`src/rtl/cache_arbiter_pkg.sv`:
```
// Shared types for the L1-to-L2 cache arbiter: FSM state encoding and line type.
package rv32i_types;

  typedef enum logic [1:0] {
    IDLE   = 2'd0,
    I_BUSY = 2'd1,
    D_BUSY = 2'd2,
    RESP   = 2'd3
  } arb_state_t;

  localparam int ARB_LINE_W = 256;
  localparam int STARVE_W   = 4;

  typedef logic [ARB_LINE_W-1:0] cache_line_t;

endpackage

```
`src/rtl/cache_arbiter_if.sv`:
```
// Bundle of requester, memory-side and perf/debug signals around the cache arbiter.
interface cache_arbiter_if #(
    parameter int LINE_W = 256,
    parameter int ADDR_W = 32
) ();
    import rv32i_types::*;

    // Requests are levels held until the matching one-cycle resp pulse;
    // mem_read/mem_write are levels held until the one-cycle mem_resp.
    logic              i_read;
    logic [ADDR_W-1:0] i_addr;
    logic [LINE_W-1:0] i_rdata;
    logic              i_resp;
    logic              d_read;
    logic              d_write;
    logic [ADDR_W-1:0] d_addr;
    logic [LINE_W-1:0] d_wdata;
    logic [LINE_W-1:0] d_rdata;
    logic              d_resp;
    logic              mem_read;
    logic              mem_write;
    logic [ADDR_W-1:0] mem_addr;
    logic [LINE_W-1:0] mem_wdata;
    logic [LINE_W-1:0] mem_rdata;
    logic              mem_resp;
    logic [31:0]       perf_i_grants;
    logic [31:0]       perf_d_grants;
    logic [31:0]       perf_conflicts;
    arb_state_t        dbg_state;
    logic [STARVE_W-1:0] dbg_starve_cnt;

    modport slave (
        input  i_read, i_addr, d_read, d_write, d_addr, d_wdata, mem_rdata, mem_resp,
        output i_rdata, i_resp, d_rdata, d_resp, mem_read, mem_write, mem_addr,
               mem_wdata, perf_i_grants, perf_d_grants, perf_conflicts,
               dbg_state, dbg_starve_cnt
    );

    modport master (
        output i_read, i_addr, d_read, d_write, d_addr, d_wdata, mem_rdata, mem_resp,
        input  i_rdata, i_resp, d_rdata, d_resp, mem_read, mem_write, mem_addr,
               mem_wdata, perf_i_grants, perf_d_grants, perf_conflicts,
               dbg_state, dbg_starve_cnt
    );

endinterface

```
`src/rtl/cache_arbiter_starve_counter.sv`:
```
// Saturating count of D grants taken while an I request waits; clear wins over inc.
module arb_starve_counter
    import rv32i_types::*;
#(
    parameter int LIMIT = 4
) (
    input  logic                clk,
    input  logic                rst,
    input  logic                inc_i,
    input  logic                clr_i,
    output logic                at_limit_o,
    output logic [STARVE_W-1:0] cnt_o
);

    logic [STARVE_W-1:0] cnt_q, cnt_d;

    assign at_limit_o = (cnt_q == STARVE_W'(LIMIT));
    assign cnt_o      = cnt_q;

    always_comb begin
        cnt_d = cnt_q;
        if (clr_i) begin
            cnt_d = '0;
        end else if (inc_i && !at_limit_o) begin
            cnt_d = cnt_q + 1'b1;
        end
    end

    always_ff @(posedge clk) begin
        if (rst) begin
            cnt_q <= '0;
        end else begin
            cnt_q <= cnt_d;
        end
    end

endmodule

```
`src/rtl/cache_arbiter.sv`:
```
// D-priority single-transaction arbiter for the shared L2 line port with bounded I starvation.
// Optional grant/conflict counters are built when CACHE_ARB_PERF_EN is defined.
module cache_arbiter
    import rv32i_types::*;
#(
    parameter int LINE_W       = 256,
    parameter int ADDR_W       = 32,
    parameter int STARVE_LIMIT = 4
) (
    input  logic            clk,
    input  logic            rst,
    cache_arbiter_if.slave  bus
);

    arb_state_t        state_q, state_d;
    logic              mem_read_q, mem_read_d;
    logic              mem_write_q, mem_write_d;
    logic [ADDR_W-1:0] mem_addr_q, mem_addr_d;
    logic [LINE_W-1:0] mem_wdata_q, mem_wdata_d;
    logic [LINE_W-1:0] i_rdata_q, i_rdata_d;
    logic [LINE_W-1:0] d_rdata_q, d_rdata_d;
    logic              i_resp_q, i_resp_d;
    logic              d_resp_q, d_resp_d;
    logic              grant_i, grant_d;
    logic              i_pend, d_pend;
    logic              at_limit;
    logic [STARVE_W-1:0] starve_cnt;

    assign i_pend = bus.i_read;
    assign d_pend = bus.d_read | bus.d_write;

    arb_starve_counter #(.LIMIT(STARVE_LIMIT)) u_starve (
        .clk        (clk),
        .rst        (rst),
        .inc_i      (grant_d & i_pend),
        .clr_i      (grant_i | (grant_d & ~i_pend)),
        .at_limit_o (at_limit),
        .cnt_o      (starve_cnt)
    );

    always_comb begin
        state_d     = state_q;
        mem_read_d  = mem_read_q;
        mem_write_d = mem_write_q;
        mem_addr_d  = mem_addr_q;
        mem_wdata_d = mem_wdata_q;
        i_rdata_d   = i_rdata_q;
        d_rdata_d   = d_rdata_q;
        i_resp_d    = 1'b0;
        d_resp_d    = 1'b0;
        grant_i     = 1'b0;
        grant_d     = 1'b0;
        case (state_q)
            IDLE: begin
                if (d_pend && !(i_pend && at_limit)) begin
                    grant_d     = 1'b1;
                    state_d     = D_BUSY;
                    mem_addr_d  = bus.d_addr;
                    mem_wdata_d = bus.d_wdata;
                    // read+write together is illegal; the write wins.
                    mem_write_d = bus.d_write;
                    mem_read_d  = ~bus.d_write;
                end else if (i_pend) begin
                    grant_i     = 1'b1;
                    state_d     = I_BUSY;
                    mem_addr_d  = bus.i_addr;
                    mem_read_d  = 1'b1;
                    mem_write_d = 1'b0;
                end
            end
            I_BUSY: begin
                if (bus.mem_resp) begin
                    mem_read_d  = 1'b0;
                    mem_write_d = 1'b0;
                    i_rdata_d   = bus.mem_rdata;
                    i_resp_d    = 1'b1;
                    state_d     = RESP;
                end
            end
            D_BUSY: begin
                if (bus.mem_resp) begin
                    mem_read_d  = 1'b0;
                    mem_write_d = 1'b0;
                    if (mem_read_q) begin
                        d_rdata_d = bus.mem_rdata;
                    end
                    d_resp_d    = 1'b1;
                    state_d     = RESP;
                end
            end
            RESP:    state_d = IDLE;
            default: state_d = IDLE;
        endcase
    end

    always_ff @(posedge clk) begin
        if (rst) begin
            state_q     <= IDLE;
            mem_read_q  <= 1'b0;
            mem_write_q <= 1'b0;
            mem_addr_q  <= '0;
            mem_wdata_q <= '0;
            i_rdata_q   <= '0;
            d_rdata_q   <= '0;
            i_resp_q    <= 1'b0;
            d_resp_q    <= 1'b0;
        end else begin
            state_q     <= state_d;
            mem_read_q  <= mem_read_d;
            mem_write_q <= mem_write_d;
            mem_addr_q  <= mem_addr_d;
            mem_wdata_q <= mem_wdata_d;
            i_rdata_q   <= i_rdata_d;
            d_rdata_q   <= d_rdata_d;
            i_resp_q    <= i_resp_d;
            d_resp_q    <= d_resp_d;
        end
    end

    assign bus.mem_read       = mem_read_q;
    assign bus.mem_write      = mem_write_q;
    assign bus.mem_addr       = mem_addr_q;
    assign bus.mem_wdata      = mem_wdata_q;
    assign bus.i_rdata        = i_rdata_q;
    assign bus.d_rdata        = d_rdata_q;
    assign bus.i_resp         = i_resp_q;
    assign bus.d_resp         = d_resp_q;
    assign bus.dbg_state      = state_q;
    assign bus.dbg_starve_cnt = starve_cnt;

`ifdef CACHE_ARB_PERF_EN
    logic [31:0] perf_i_q, perf_d_q, perf_c_q;
    logic        conflict;

    assign conflict = (state_q == IDLE) && i_pend && d_pend;

    always_ff @(posedge clk) begin
        if (rst) begin
            perf_i_q <= '0;
            perf_d_q <= '0;
            perf_c_q <= '0;
        end else begin
            perf_i_q <= perf_i_q + {31'd0, grant_i};
            perf_d_q <= perf_d_q + {31'd0, grant_d};
            perf_c_q <= perf_c_q + {31'd0, conflict};
        end
    end

    assign bus.perf_i_grants  = perf_i_q;
    assign bus.perf_d_grants  = perf_d_q;
    assign bus.perf_conflicts = perf_c_q;
`else
    assign bus.perf_i_grants  = '0;
    assign bus.perf_d_grants  = '0;
    assign bus.perf_conflicts = '0;
`endif

endmodule

```
`src/flat_wrapper.sv`:
```
// flat-port wrapper written by rule: the top's interface ports become plain ports
module cache_arbiter_flat import rv32i_types::*;
#(
    parameter int LINE_W       = 256,
    parameter int ADDR_W       = 32,
    parameter int STARVE_LIMIT = 4
)
  (clk, rst, bus_i_read, bus_i_addr, bus_d_read, bus_d_write, bus_d_addr, bus_d_wdata, bus_mem_rdata, bus_mem_resp, bus_i_rdata, bus_i_resp, bus_d_rdata, bus_d_resp, bus_mem_read, bus_mem_write, bus_mem_addr, bus_mem_wdata, bus_perf_i_grants, bus_perf_d_grants, bus_perf_conflicts, bus_dbg_state, bus_dbg_starve_cnt);
  cache_arbiter_if #(.LINE_W(LINE_W), .ADDR_W(ADDR_W)) bus_i ();
  input  logic clk;
  input  logic rst;
  input wire logic [$bits(bus_i.i_read)-1:0] bus_i_read;
  input wire logic [$bits(bus_i.i_addr)-1:0] bus_i_addr;
  input wire logic [$bits(bus_i.d_read)-1:0] bus_d_read;
  input wire logic [$bits(bus_i.d_write)-1:0] bus_d_write;
  input wire logic [$bits(bus_i.d_addr)-1:0] bus_d_addr;
  input wire logic [$bits(bus_i.d_wdata)-1:0] bus_d_wdata;
  input wire logic [$bits(bus_i.mem_rdata)-1:0] bus_mem_rdata;
  input wire logic [$bits(bus_i.mem_resp)-1:0] bus_mem_resp;
  output wire logic [$bits(bus_i.i_rdata)-1:0] bus_i_rdata;
  output wire logic [$bits(bus_i.i_resp)-1:0] bus_i_resp;
  output wire logic [$bits(bus_i.d_rdata)-1:0] bus_d_rdata;
  output wire logic [$bits(bus_i.d_resp)-1:0] bus_d_resp;
  output wire logic [$bits(bus_i.mem_read)-1:0] bus_mem_read;
  output wire logic [$bits(bus_i.mem_write)-1:0] bus_mem_write;
  output wire logic [$bits(bus_i.mem_addr)-1:0] bus_mem_addr;
  output wire logic [$bits(bus_i.mem_wdata)-1:0] bus_mem_wdata;
  output wire logic [$bits(bus_i.perf_i_grants)-1:0] bus_perf_i_grants;
  output wire logic [$bits(bus_i.perf_d_grants)-1:0] bus_perf_d_grants;
  output wire logic [$bits(bus_i.perf_conflicts)-1:0] bus_perf_conflicts;
  output wire logic [$bits(bus_i.dbg_state)-1:0] bus_dbg_state;
  output wire logic [$bits(bus_i.dbg_starve_cnt)-1:0] bus_dbg_starve_cnt;
  assign bus_i.i_read = bus_i_read;
  assign bus_i.i_addr = bus_i_addr;
  assign bus_i.d_read = bus_d_read;
  assign bus_i.d_write = bus_d_write;
  assign bus_i.d_addr = bus_d_addr;
  assign bus_i.d_wdata = bus_d_wdata;
  assign bus_i.mem_rdata = bus_mem_rdata;
  assign bus_i.mem_resp = bus_mem_resp;
  assign bus_i_rdata = bus_i.i_rdata;
  assign bus_i_resp = bus_i.i_resp;
  assign bus_d_rdata = bus_i.d_rdata;
  assign bus_d_resp = bus_i.d_resp;
  assign bus_mem_read = bus_i.mem_read;
  assign bus_mem_write = bus_i.mem_write;
  assign bus_mem_addr = bus_i.mem_addr;
  assign bus_mem_wdata = bus_i.mem_wdata;
  assign bus_perf_i_grants = bus_i.perf_i_grants;
  assign bus_perf_d_grants = bus_i.perf_d_grants;
  assign bus_perf_conflicts = bus_i.perf_conflicts;
  assign bus_dbg_state = bus_i.dbg_state;
  assign bus_dbg_starve_cnt = bus_i.dbg_starve_cnt;
  cache_arbiter #(.LINE_W(LINE_W), .ADDR_W(ADDR_W), .STARVE_LIMIT(STARVE_LIMIT)) u_core (.clk(clk), .rst(rst), .bus(bus_i));
endmodule
```
`config.mk`:
```
export PLATFORM = sky130hd
export DESIGN_NAME = cache_arbiter_flat
export DESIGN_NICKNAME = d
export VERILOG_FILES = /design/src/rtl/cache_arbiter_pkg.sv /design/src/rtl/cache_arbiter_if.sv /design/src/rtl/cache_arbiter_starve_counter.sv /design/src/rtl/cache_arbiter.sv /design/src/flat_wrapper.sv
export SDC_FILE = /design/constraint.sdc
export NUM_CORES = 2
export LEC_CHECK = 0
export BUFFER_PORTS_ARGS = -buffer_cell sky130_fd_sc_hd__buf_4
export CAP_MARGIN = 10
export CELL_PAD_IN_SITES_DETAIL_PLACEMENT = 0
export CELL_PAD_IN_SITES_GLOBAL_PLACEMENT = 1
export CORE_AREA = 2 2 573 575
export CTS_CLUSTER_DIAMETER = 30
export CTS_CLUSTER_SIZE = 8
export DETAILED_ROUTE_END_ITERATION = 8
export DIE_AREA = 0 0 575 577
export PLACE_DENSITY = 0.4
export SLEW_MARGIN = 20
export SYNTH_ARGS = -nofsm -noshare
export SYNTH_HDL_FRONTEND = slang
export SYNTH_SLANG_ARGS = --single-unit
```
`constraint.sdc`:
```
create_clock -name clk -period 2.2 [get_ports clk]
set_input_delay 0.44 -clock clk [delete_from_list [all_inputs] [get_ports clk]]
set_output_delay 0.44 -clock clk [all_outputs]
set_load 0.01 [all_outputs]
```
==> impl_metrics.ini <==
[outcome]
outcome = completed

[critical_path]
critical_path.n_buffers_inverters = 1
reg2reg_from = u_core.u_starve.cnt_o[0]$_SDFFE_PP0P_
critical_path.startpoint = u_core.bus.mem_wdata[254]$_SDFFE_PP0N_
cp_arrival_ns = 1.69
critical_path.cell_chain = buf_4
slowest_stage = dfxtp_1
path_delay_family = flip-flops
crit_required_ns = 1.76
end_kind = output port
critical_path.startpoint_type = flip-flop
critical_path.max_stage_delay_ns = 0.61
worst-setup-path-type = flip-flop to output port
cp_max_fo = 2

[timing]
period_needed_ns = 2.135
final-hold-violation-count = 0
report.final.slew_viol_count = 0
setup_violations = 0
grt_setup_unrepaired = yes
worst_pin_slew_ns = 0.6476
finalClockSkew_ns = 0.05280
timing.final.crit_share_pct = 97.04
maxClockFrequency_ghz = 0.4684
hold-worst-slack_ns = 0.1232
max_slew_margin_pct = 56.83

[clocking]
clock_transition_at_path_regs_ns = 0.04
clock_sink_count = 810
cts.root.buffer_cell = clkbuf_16
clock_latency_ns = 0.86
cts.htree.levels = 5
cts-buffers-inserted = 281
clock_tree_from_tritoncts = yes
ctsLongestPathBuffers = 4

[worst_hold_path]
hold_class = primary input to flip-flop
timing.hold.worst.start = bus_i_read

[yosys]
ys_async_rst_share_pct = 0
synthMostInstantiatedCell = nand2_1
synth-warning-count = 0
syn-cell-area_um2 = 29100
synth.largest_area_cell = dfxtp_1
syn_inst = 3677
postSynthAreaPerCell_um2 = 7.913
synth-seq-area-share_pct = 55.73
synth_enable_flop_cells = 0
ys_ff_latch = 810
synth_top_cells_by_area = dfxtp_1 (56%), nand2_1 (21%), a21oi_1 (13%)
synth-main-ff-cell = dfxtp_1
yosys.cell_types.count = 37
synth_top_cells_by_count = nand2_1 (1,598), dfxtp_1 (810), a21oi_1 (763)
synth_largest_type_area_fraction_pct = 55.73

[detailed_routing]
post_drt_via_cell_ratio = 3.264
detailedRoute.firstPassIterationCount = 5
total_vias_in_the_final_route = 33870
final_antenna_net_count = 0
detail_route.drc_violations = 0
wl_per_cell_um = 20.86
finalWirelength_um = 216400
detail_route.iter0.violations = 1512

[layout]
final_core_util_pct = 18.31
layoutNonFillerInstCount = 10380
layout-area-overhead-vs-synth_pct = 105.0
post_layout_nets = 6377
fill_cells = 36910
post_route_cells_drive_above_1_share_pct = 33.11

[pwr]
power_density_nw_per_um2 = 1181
worst_vdd_drop_uv = 629.3
comb_power_share_pct = 21.1
total_switching_power_uw = 21690
clock_power_share_pct = 53.5
power_uw = 70430
p_leak_uw = 0.02443
seq_power_share_pct = 25.5
power.switching_fraction_pct = 30.79
power.internal_uw = 48750

[place]
globalplace.congestion = 0.9799
hpwl_um = 173600
placedCellCount = 9271
port_buffers = 1391

[global_routing]
grt_start_max_net_pins = 73
groute.usage.overall_pct = 12.42
grt_pass1_vias = 34660
grt_pass1_wl_um = 288600
grt_antenna_before_repair = 80
overflow = 0

[floorplan]
design.core.area_um2 = 325800
die_width_um = 575
fp.dieArea_um2 = 331800
floorplan.die.height_um = 577
rows = 210
io-pin-count = 1488
initial_util_pct = 8.931

[job]
maxCapViolations = 0
-- worst register-to-register path, stage by stage, from the launching register on --
cell and delay, ns:
dfxtp_1 0.31, inv_1 0.05, ha_1 0.22, nand4b_2 0.22, and2_4 0.30, buf_4 0.16, buf_12 0.19, nand2_1 0.31
a21oi_1 0.21
-- cell type report --
| type | instances | area [um2] | area share, % |
|---|---|---|---|
| Antenna cell | 31 | 77.57 | 0.1300 |
| Clock buffer | 414 | 8215 | 13.77 |
| Clock inverter | 79 | 815.8 | 1.368 |
| Inverter | 5 | 18.77 | 0.03146 |
| Multi-Input combinational cell | 2586 | 11120 | 18.64 |
| Sequential cell | 810 | 16220 | 27.19 |
| Tap cell | 4346 | 5438 | 9.116 |
| Timing Repair Buffer | 2104 | 17750 | 29.76 |
-- stage by stage --
step	setup WS, ns	setup TNS [ns]	instance area [um2]
finish	0.06511	0	59650
global route	-0.004886	-0.008197	59610
CTS	0.02613	0	59560
detailed placement	0.1113	0	44730
global placement	0.08527	0	44730
floorplan	0.4408	0	29450
-- logic make-up (layout without fill, tap and decap cells) --
logic type | Yosys count | in the layout | share of synthesized area [%]
compound gates | 814 | 814 | 14.65
fa+ha+maj | 7 | 7 | 0.3010
buf+inv | 376 | 2602 | 7.448
flops | 810 | 810 | 55.73
mux | 1 | 1 | 0.03440
other cells | 1 | 127 | 0.01289
simple gates | 1668 | 1668 | 21.83
-- placed cells by master (no fill, tap or decap), types with 50 or more instances in the layout --
cell,n
nand2_1,1596
buf_4,1484
dfxtp_1,807
a21oi_1,763
dlygate4sd3_1,579
clkbuf_16,284
conb_1,96
clkbuf_1,68
clkbuf_8,62
clkinv_2,50
-- registers in the layout, indices dropped and copies added (netlist names) --
| name | cells |
|---|---|
| u_core.bus.d_resp | 1 |
| u_core.bus.d_rdata | 256 |
| u_core.bus.mem_read | 1 |
| u_core.u_starve.cnt_o | 4 |
| u_core.bus.i_rdata | 256 |
| u_core.bus.i_resp | 1 |
| u_core.bus.mem_write | 1 |
| u_core.bus.dbg_state | 2 |
| u_core.bus.mem_addr | 32 |
| u_core.bus.mem_wdata | 256 |
-- power groups by stage --
| stage | registers, uW | logic, uW | clock network [uW] |
|---|---|---|---|
| after floorplan | 18600 | 5760 | 0 |
| after global placement | 18100 | 14100 | 0 |
| after detailed placement | 18100 | 14100 | 0 |
| after CTS | 17900 | 15100 | 38600 |
| after global routing | 18100 | 16000 | 39500 |
| final | 17900 | 14800 | 37700 |
-- metal layers --
layer	part of all wire [%]	track usage, %	wire length [um]
met1	39	13.75	84540
met2	48	21.44	104300
met3	9.8	5.261	21110
met4	2.8	3.737	6148
met5	0.14	0	302
-- final timing paths --
kind,endpoint,slack (ns),cells past startpoint
worst max-delay path,bus_mem_wdata[254],0.07,1
worst min-delay path,u_core.u_starve.cnt_o[3]$_SDFFE_PP0P_,0.12,4
worst max register to register,u_core.bus.mem_wdata[17]$_SDFFE_PP0N_,0.19,8
worst min register to register,u_core.bus.i_rdata[152]$_SDFFE_PP0P_,0.45,2
-- timing repair --
item,4_1_cts,5_1_grt
setup buffers,0,1
setup endpoints to repair,1,7
resized for setup,1,3
hold endpoints to repair,803,0
cloned,0,0
hold buffers,579,0
Note: power is estimated with default switching activity, not from simulation.
